[src/rtl/hall_speed_meter.sv]
// hall_speed_meter: qualifies hall commutations and reports speed, direction and hall faults.
// Speed is either commutations per window (mode=0) or ticks between commutations (mode=1).
module hall_speed_meter #(
    parameter int DWIDTH   = 11,
    parameter int PRESCALE = 8192,
    parameter int WINDOW   = 435
) (
    input  logic              clock_sys,
    input  logic              reset,
    input  logic [2:0]        hall_effect,
    input  logic              mode,
    output logic [DWIDTH-1:0] speed,
    output logic              valid,
    output logic              direction,
    output logic              hall_fault
);

    localparam int PW = $clog2(PRESCALE);
    localparam int WW = $clog2(WINDOW);
    localparam logic [PW-1:0]     PRESC_LAST = PW'(PRESCALE - 1);
    localparam logic [WW-1:0]     WIN_LAST   = WW'(WINDOW - 1);
    localparam logic [DWIDTH-1:0] CNT_MAX    = {DWIDTH{1'b1}};

    // Forward rotation order is 001->011->010->110->100->101->001.
    function automatic logic [2:0] fwd_next(input logic [2:0] s);
        logic [2:0] n;
        case (s)
            3'b001:  n = 3'b011;
            3'b011:  n = 3'b010;
            3'b010:  n = 3'b110;
            3'b110:  n = 3'b100;
            3'b100:  n = 3'b101;
            3'b101:  n = 3'b001;
            default: n = 3'b000;
        endcase
        return n;
    endfunction

    function automatic logic is_legal(input logic [2:0] s);
        return (s != 3'b000) && (s != 3'b111);
    endfunction

    logic [2:0]        sync1_q, sync1_d;
    logic [2:0]        sync2_q, sync2_d;
    logic [2:0]        prev_q, prev_d;
    logic              mode_q, mode_d;
    logic [PW-1:0]     presc_q, presc_d;
    logic [WW-1:0]     win_q, win_d;
    logic [DWIDTH-1:0] edge_q, edge_d;
    logic [DWIDTH-1:0] period_q, period_d;
    logic              fault_q, fault_d;
    logic              armed_q, armed_d;
    logic [DWIDTH-1:0] speed_q, speed_d;
    logic              valid_q, valid_d;
    logic              direction_q, direction_d;
    logic              hall_fault_q, hall_fault_d;

    logic              sync_legal;
    logic              prev_legal;
    logic              hall_event;
    logic              step_fwd;
    logic              step_rev;
    logic              fault_now;
    logic              tick;
    logic [DWIDTH-1:0] edge_inc;

    // Synchronise the hall lines and classify each change as forward, reverse, skip or illegal.
    always_comb begin
        sync1_d     = hall_effect;
        sync2_d     = sync1_q;
        sync_legal  = is_legal(sync2_q);
        prev_legal  = is_legal(prev_q);
        hall_event  = sync_legal && prev_legal && (sync2_q != prev_q);
        step_fwd    = hall_event && (fwd_next(prev_q) == sync2_q);
        step_rev    = hall_event && (fwd_next(sync2_q) == prev_q);
        // The all-zero pipeline right after reset is not a sensor fault, so illegal
        // states only count once a legal state has been seen.
        fault_now   = (hall_event && !step_fwd && !step_rev) || (!sync_legal && prev_legal);
        prev_d      = sync_legal ? sync2_q : prev_q;
        direction_d = direction_q;
        if (step_fwd) begin
            direction_d = 1'b1;
        end else if (step_rev) begin
            direction_d = 1'b0;
        end
    end

    // Prescaler, window/edge counting, period measurement and result publication.
    always_comb begin
        tick         = (presc_q == PRESC_LAST);
        presc_d      = tick ? '0 : presc_q + PW'(1);
        mode_d       = mode;
        win_d        = win_q;
        edge_d       = edge_q;
        period_d     = period_q;
        fault_d      = fault_q | fault_now;
        armed_d      = armed_q;
        speed_d      = speed_q;
        valid_d      = 1'b0;
        hall_fault_d = hall_fault_q;
        edge_inc     = (hall_event && (edge_q != CNT_MAX)) ? edge_q + DWIDTH'(1) : edge_q;

        if (mode != mode_q) begin
            presc_d  = '0;
            win_d    = '0;
            edge_d   = '0;
            period_d = '0;
            fault_d  = 1'b0;
            armed_d  = 1'b0;
        end else if (!mode_q) begin
            edge_d = edge_inc;
            if (tick) begin
                if (win_q == WIN_LAST) begin
                    win_d        = '0;
                    speed_d      = edge_inc;
                    valid_d      = 1'b1;
                    hall_fault_d = fault_q | fault_now;
                    edge_d       = '0;
                    fault_d      = 1'b0;
                end else begin
                    win_d = win_q + WW'(1);
                end
            end
        end else begin
            if (hall_event) begin
                // The first event after entry only starts the interval being timed.
                if (armed_q) begin
                    speed_d      = period_q;
                    valid_d      = 1'b1;
                    hall_fault_d = fault_q | fault_now;
                end
                armed_d  = 1'b1;
                period_d = '0;
                fault_d  = 1'b0;
            end else if (tick && (period_q != CNT_MAX)) begin
                period_d = period_q + DWIDTH'(1);
                // Reaching saturation reports a stall once; the counter then sticks.
                if ((period_q == CNT_MAX - DWIDTH'(1)) && armed_q) begin
                    speed_d      = CNT_MAX;
                    valid_d      = 1'b1;
                    hall_fault_d = fault_q | fault_now;
                end
            end
        end
    end

    // State registers with asynchronous active-low reset.
    always_ff @(posedge clock_sys or negedge reset) begin
        if (!reset) begin
            sync1_q      <= '0;
            sync2_q      <= '0;
            prev_q       <= '0;
            mode_q       <= 1'b0;
            presc_q      <= '0;
            win_q        <= '0;
            edge_q       <= '0;
            period_q     <= '0;
            fault_q      <= 1'b0;
            armed_q      <= 1'b0;
            speed_q      <= '0;
            valid_q      <= 1'b0;
            direction_q  <= 1'b1;
            hall_fault_q <= 1'b0;
        end else begin
            sync1_q      <= sync1_d;
            sync2_q      <= sync2_d;
            prev_q       <= prev_d;
            mode_q       <= mode_d;
            presc_q      <= presc_d;
            win_q        <= win_d;
            edge_q       <= edge_d;
            period_q     <= period_d;
            fault_q      <= fault_d;
            armed_q      <= armed_d;
            speed_q      <= speed_d;
            valid_q      <= valid_d;
            direction_q  <= direction_d;
            hall_fault_q <= hall_fault_d;
        end
    end

    assign speed      = speed_q;
    assign valid      = valid_q;
    assign direction  = direction_q;
    assign hall_fault = hall_fault_q;

endmodule

[config.mk]
export PLATFORM = sky130hd
export DESIGN_NAME = hall_speed_meter
export DESIGN_NICKNAME = d
export VERILOG_FILES = /design/src/rtl/hall_speed_meter.sv
export SDC_FILE = /design/constraint.sdc
export NUM_CORES = 1
export LEC_CHECK = 0
export CAP_MARGIN = 20
export CORE_UTILIZATION = 45
export CTS_BUF_LIST = sky130_fd_sc_hd__clkbuf_8
export CTS_CLUSTER_SIZE = 30
export DETAILED_ROUTE_END_ITERATION = 7
export SKIP_CTS_REPAIR_TIMING = 1
export SLEW_MARGIN = 20
export SYNTH_ARGS = -nofsm -noshare
export SYNTH_HDL_FRONTEND = slang
export SYNTH_SLANG_ARGS = --single-unit
[constraint.sdc]
create_clock -name clock_sys -period 3.02 [get_ports clock_sys]
set_input_delay 0.604 -clock clock_sys [delete_from_list [all_inputs] [get_ports clock_sys]]
set_output_delay 0.604 -clock clock_sys [all_outputs]
set_load 0.005 [all_outputs]
== After elaboration in Yosys (flattened, before gate mapping) ==
Cells that the tools add are included.
Widths: inputs -> output; s select.

* Register bits: 70
* Output and inout bits: 14
* Input port bits: 6
* Logic and storage cells: 125

* Muxes and demuxes: 49
* Add/subtract/negate cells: 4
* Bitwise operators: 2
* Eq/ne operators: 27
* Reduce and logical (&&, ||, !) cells: 29

{| class="wikitable"
|+ Operators with widths
! cell !! count
|-
| $mux 11 || 16
|-
| $mux 9 || 4
|-
| $pmux 3 s6 || 2
|-
| $mux 13 || 2
|-
| $mux 1 || 25
|-
| $add 11x1->11 const B || 2
|-
| $ne 11x11->1 const B || 2
|-
| $eq 3x3->1 const B || 6
|-
| $add 13x1->13 const B || 1
|-
| $eq 13x13->1 const B || 1
|-
| $eq 3x2->1 const B || 4
|-
| $logic_and 1x1->1 || 12
|-
| $reduce_bool 2->1 || 6
|-
| $eq 11x11->1 const B || 1
|-
| $add 9x1->9 const B || 1
|-
| $eq 9x9->1 const B || 1
|-
| $ne 3x3->1 const B || 3
|-
| $reduce_bool 3->1 || 3
|-
| $eq 3x1->1 const B || 2
|-
| $eq 3x3->1 || 2
|-
| $ne 3x1->1 const B || 2
|-
| $reduce_and 2->1 || 3
|-
| $reduce_and 6->1 || 1
|-
| $logic_not 1->1 || 3
|-
| other kinds (6) || 6
|}

== Depth between registers and ports, before layout ==
* Depth after elaboration: 14
* Gate-level depth with buffers: 9

== Worst setup path before layout ==
OpenSTA, ideal clock, no wires.

* Path kind: flip-flop to flip-flop
* Start: register mode_q
* End: register edge_q[5]
* Setup time: 133 ps
* Data arrival time: 2178 ps
* Required time: 2887 ps
* Setup slack: 709 ps
* Buffers on the path: 3
* Stages on the path, launching flop included: 10
* Path through: dfrtp_1 clkbuf_1 inv_1 ha_1 clkbuf_1 a211o_1 buf_1 a21oi_1 o21ai_0 o31ai_1

* Word-level cells in the longest chain between the ends: 2

{| class="wikitable"
|+ RTL lines
! element !! line !! RTL
|-
| from (decl) || 46 || <nowiki>logic mode_q, mode_d;</nowiki>
|-
| from (signal assigned) || 168 || <nowiki>mode_q <= mode_d;</nowiki>
|-
| $ne 1x1->1 || 103 || <nowiki>if (mode != mode_q) begin</nowiki>
|-
| $ne 2x1->1 (no line) / $mux 11 (equally long branches) || - ||
|-
| to (signal assigned) || 171 || <nowiki>edge_q <= edge_d;</nowiki>
|-
| to (decl) || 49 || <nowiki>logic [DWIDTH-1:0] edge_q, edge_d;</nowiki>
|}

Parallel ways exist; a longest one is shown, timed or not.
A chain may end at the register's enable or synchronous reset.

== Worst setup path in the final report ==
* Start: register presc_q[0]
* End: register speed_q[4], in the netlist speed[4]

* Word-level cells in the longest chain between the ends: 4

{| class="wikitable"
|+ RTL lines
! element !! line !! RTL
|-
| from (decl) || 47 || <nowiki>logic [PW-1:0] presc_q, presc_d;</nowiki>
|-
| from (signal assigned) || 169 || <nowiki>presc_q <= presc_d;</nowiki>
|-
| $eq 13x13->1 * || 90 || <nowiki>tick = (presc_q == PRESC_LAST);</nowiki>
|-
| $logic_and 1x1->1 || 135 || <nowiki>end else if (tick && (period_q != CNT_MAX)) begin</nowiki>
|-
| $ne 3x1->1 (no line) || - ||
|-
| $reduce_and 6->1 (no line) * || - ||
|-
| to (signal assigned) || 175 || <nowiki>speed_q <= speed_d;</nowiki>
|-
| to (decl) || 53 || <nowiki>logic [DWIDTH-1:0] speed_q, speed_d;</nowiki>
|}

Mark *: on every way between the ends. The rest lies on a longest branch, timed or not.

==> impl_metrics.toml <==
[yosys]
synth_top_flop_cell = "sky130_fd_sc_hd__dfrtp_1"
synth-seq-cells = 70
synthesis.nets = 458
synthesis.area_per_instance_um2 = 8.98
syn_inst = 444
ys_types = 64
mappedNetlistArea_um2 = 3990
synth_enable_flop_cells = 0
synth_warnings = 0
synth_seq_area_share = 0.439
synth_async_sr_flop_share = 1.00

[grt]
number_of_global_route_vias_before_repair = 3238
grt_overflow_total = 0
grt_util_all_layers = 0.229
initial_antenna_violation_count = 0
first_pass_grt_wire_length_um = 16000
grt_max_degree = 49

[timing]
hold_violation_total_from_the_final_report = 0
timing.fmax_ghz = 0.375
setup_tns_ps = 0
min_period_ps = 2660
tightest_slew_ps = 582
fin_skew_ps = 17.3
fin_crit_sh = 0.882
worst_slew_margin_rel = 0.611
setup_violations = 0
grt_setup_unrepaired = "false"
report.final.slew_viol_count = 0
worst_slack_ps = 356

[setup_path]
cp-end-kind = "flop"
timing.critical_path.from_type = "flop"
ff2ff_path_depth = 7
crit_start = "presc_q[0]"
timing.setup.critical_path_class = "reg2reg"
crit-reg2reg-launch = "presc_q[0]"
ff2ff_setup_slack_ps = 360
critPathRequiredTime_ps = 3290
crit_arrival_ps = 2930
crit_path_max_fanout = 25
cp-endpoint = "speed[4]"
r2r_endpoint = "speed[4]"

[power_and_ir_drop]
power.static_leakage_nw = 1.98
max-vdd-ir-drop_mv = 0.253
cellPowerDensity_nw_per_um2 = 567

[finish]
layout_commonest_cell = "sky130_fd_sc_hd__dfrtp_1"
multi_input_comb_area_um2 = 2060
fin_util = 0.542
finalNetCount = 479
area_growth_syn_to_layout_pct = 13.9
layout.area.seq_um2 = 1750
diodes = 0
layout-drive-gt1-share = 0.109
layout.cells.most_common_list = "sky130_fd_sc_hd__dfrtp_1 (69), sky130_fd_sc_hd__nor2_1 (52), sky130_fd_sc_hd__nand2_1 (46)"
post_layout_nonfiller_instances = 575
final.fill_count = 778

[die]
fp.dieW_um = 96.2
num_io_pins = 20
design.die.area_um2 = 9240
die_height_um = 96.2
start_util = 0.476
fp.coreArea_um2 = 8380
fp-row-count = 33

[clock_tree]
worst_setup_hold_path_clk_slew_ps = 90
root_buffer = "sky130_fd_sc_hd__clkbuf_8"
clock-sinks = 70
cts_tree = "yes"
cts-buffers-inserted = 9
htree_levels = 3
skew_pair_late_insertion_delay_ps = 360
clock_tree.buffer_depth = 2

[placement]
place_ws_ps = 254
dpl.cell_count = 559
io_buffer_count = 19
dp_hpwl_um = 6540
place.gp.congestion = 0.806

[run]
timing.max_cap.violations = 0

[route]
vias_per_cell = 5.80
route.antenna.remaining_nets = 0
firstDrtPassIters = 4
route.detailed.drc = 0
detailedRoute.firstIterationViolations = 138
finalWirelength_um = 9280
routed-via-count = 3335
wire_per_inst_um = 16.1

[worst_hold_path]
worst_hold_path_type = "in2async"

[status]
outcome = "finished, final reports clean"
[per-stage QoR]
stage | instance area, µm² | hold slack (ps) | total power [W]
after floorplan | 3990 | 308 | 0.00144
after global placement | 4320 | 333 | 0.00172
after detailed placement | 4320 | 335 | 0.00173
after CTS | 4540 | 232 | 0.00260
after global routing | 4540 | 258 | 0.00272
final | 4540 | 221 | 0.00257
[cell type report]
cell class,count,share of cell area
inverters,14,0.0116
clock buffers,9,0.0273
multi-input cells,334,0.453
flip-flops and latches,70,0.386
clock inverters,7,0.0215
well taps,105,0.0289
repair buffers,36,0.0716
[cell families after synthesis]
family	synth area share
xor gates and xnor gates	0.0439
AOI/OAI and AO/OA	0.197
muxes	0.00282
adders and majority gates	0.0251
and+or+nand+nor	0.247
DFF	0.439
buffers and inverters	0.0439
[worst min-delay path by stage]
| stage | start | to | depth (start not counted) |
|---|---|---|---|
| CTS | reset | edge_q[1] | 1 |
| global route | reset | edge_q[1] | 1 |
| detailed placement | sync1_q[1] | sync2_q[1] | 0 |
| finish | reset | edge_q[1] | 1 |
| floorplan | reset | armed_q | 0 |
| global placement | sync1_q[1] | sync2_q[1] | 0 |
[registers in the layout, summed over array words and instances, names as in the netlist, 3 cells and up]
| name | count |
|---|---|
| prev_q | 3 |
| period_q | 11 |
| sync1_q | 3 |
| sync2_q | 3 |
| win_q | 9 |
| presc_q | 13 |
| edge_q | 11 |
| speed | 11 |
[critical path, cell delays in order (launching register included)]
cell and delay (ps):
sky130_fd_sc_hd__dfrtp_1 390, sky130_fd_sc_hd__ha_1 230, sky130_fd_sc_hd__nand4_1 210, sky130_fd_sc_hd__or4_1 790, sky130_fd_sc_hd__nor3_1 330, sky130_fd_sc_hd__o311ai_2 100, sky130_fd_sc_hd__buf_4 240, sky130_fd_sc_hd__o31ai_1 290
[power by group]
group / internal, W / switching (W) / total (W)
Combinational: 0.000290 / 0.000265 / 0.000555
Clock: 0.000468 / 0.000397 / 0.000864
Sequential: 0.00106 / 0.0000986 / 0.00115
[metal layers]
metal | vias up | global-route usage | part of all wire
met5 | - | 0 | 0
met4 | 0 | 0.0908 | 0.018
met3 | 13 | 0.0355 | 0.029
met2 | 53 | 0.373 | 0.47
met1 | 1606 | 0.304 | 0.48
li1 | 1663 | - | -
[synthesized netlist by cell type (3+ instances only)]
cell / count / share of area
sky130_fd_sc_hd__buf_2: 8 / 0.010
sky130_fd_sc_hd__o31ai_1: 13 / 0.024
sky130_fd_sc_hd__inv_1: 13 / 0.012
sky130_fd_sc_hd__o21ai_0: 28 / 0.035
sky130_fd_sc_hd__nand2b_1: 4 / 0.0063
sky130_fd_sc_hd__xnor2_1: 5 / 0.011
sky130_fd_sc_hd__nand3_1: 17 / 0.021
sky130_fd_sc_hd__nor3_1: 11 / 0.014
sky130_fd_sc_hd__ha_1: 8 / 0.025
sky130_fd_sc_hd__and4_1: 8 / 0.018
sky130_fd_sc_hd__nand4_1: 13 / 0.020
sky130_fd_sc_hd__xor2_1: 15 / 0.033
sky130_fd_sc_hd__nor2_1: 52 / 0.049
sky130_fd_sc_hd__nor4_1: 7 / 0.011
sky130_fd_sc_hd__or2_2: 3 / 0.0047
sky130_fd_sc_hd__and3_1: 10 / 0.016
sky130_fd_sc_hd__o31ai_2: 3 / 0.0094
sky130_fd_sc_hd__a31oi_1: 6 / 0.0094
sky130_fd_sc_hd__o41ai_1: 5 / 0.011
sky130_fd_sc_hd__a21o_1: 8 / 0.015
sky130_fd_sc_hd__or3_1: 3 / 0.0047
sky130_fd_sc_hd__nand2_1: 46 / 0.043
sky130_fd_sc_hd__o21ai_1: 10 / 0.013
sky130_fd_sc_hd__dfrtp_1: 69 / 0.43
sky130_fd_sc_hd__clkbuf_1: 13 / 0.012
sky130_fd_sc_hd__a21oi_1: 14 / 0.018
Note: power is estimated with default switching activity, not from simulation.
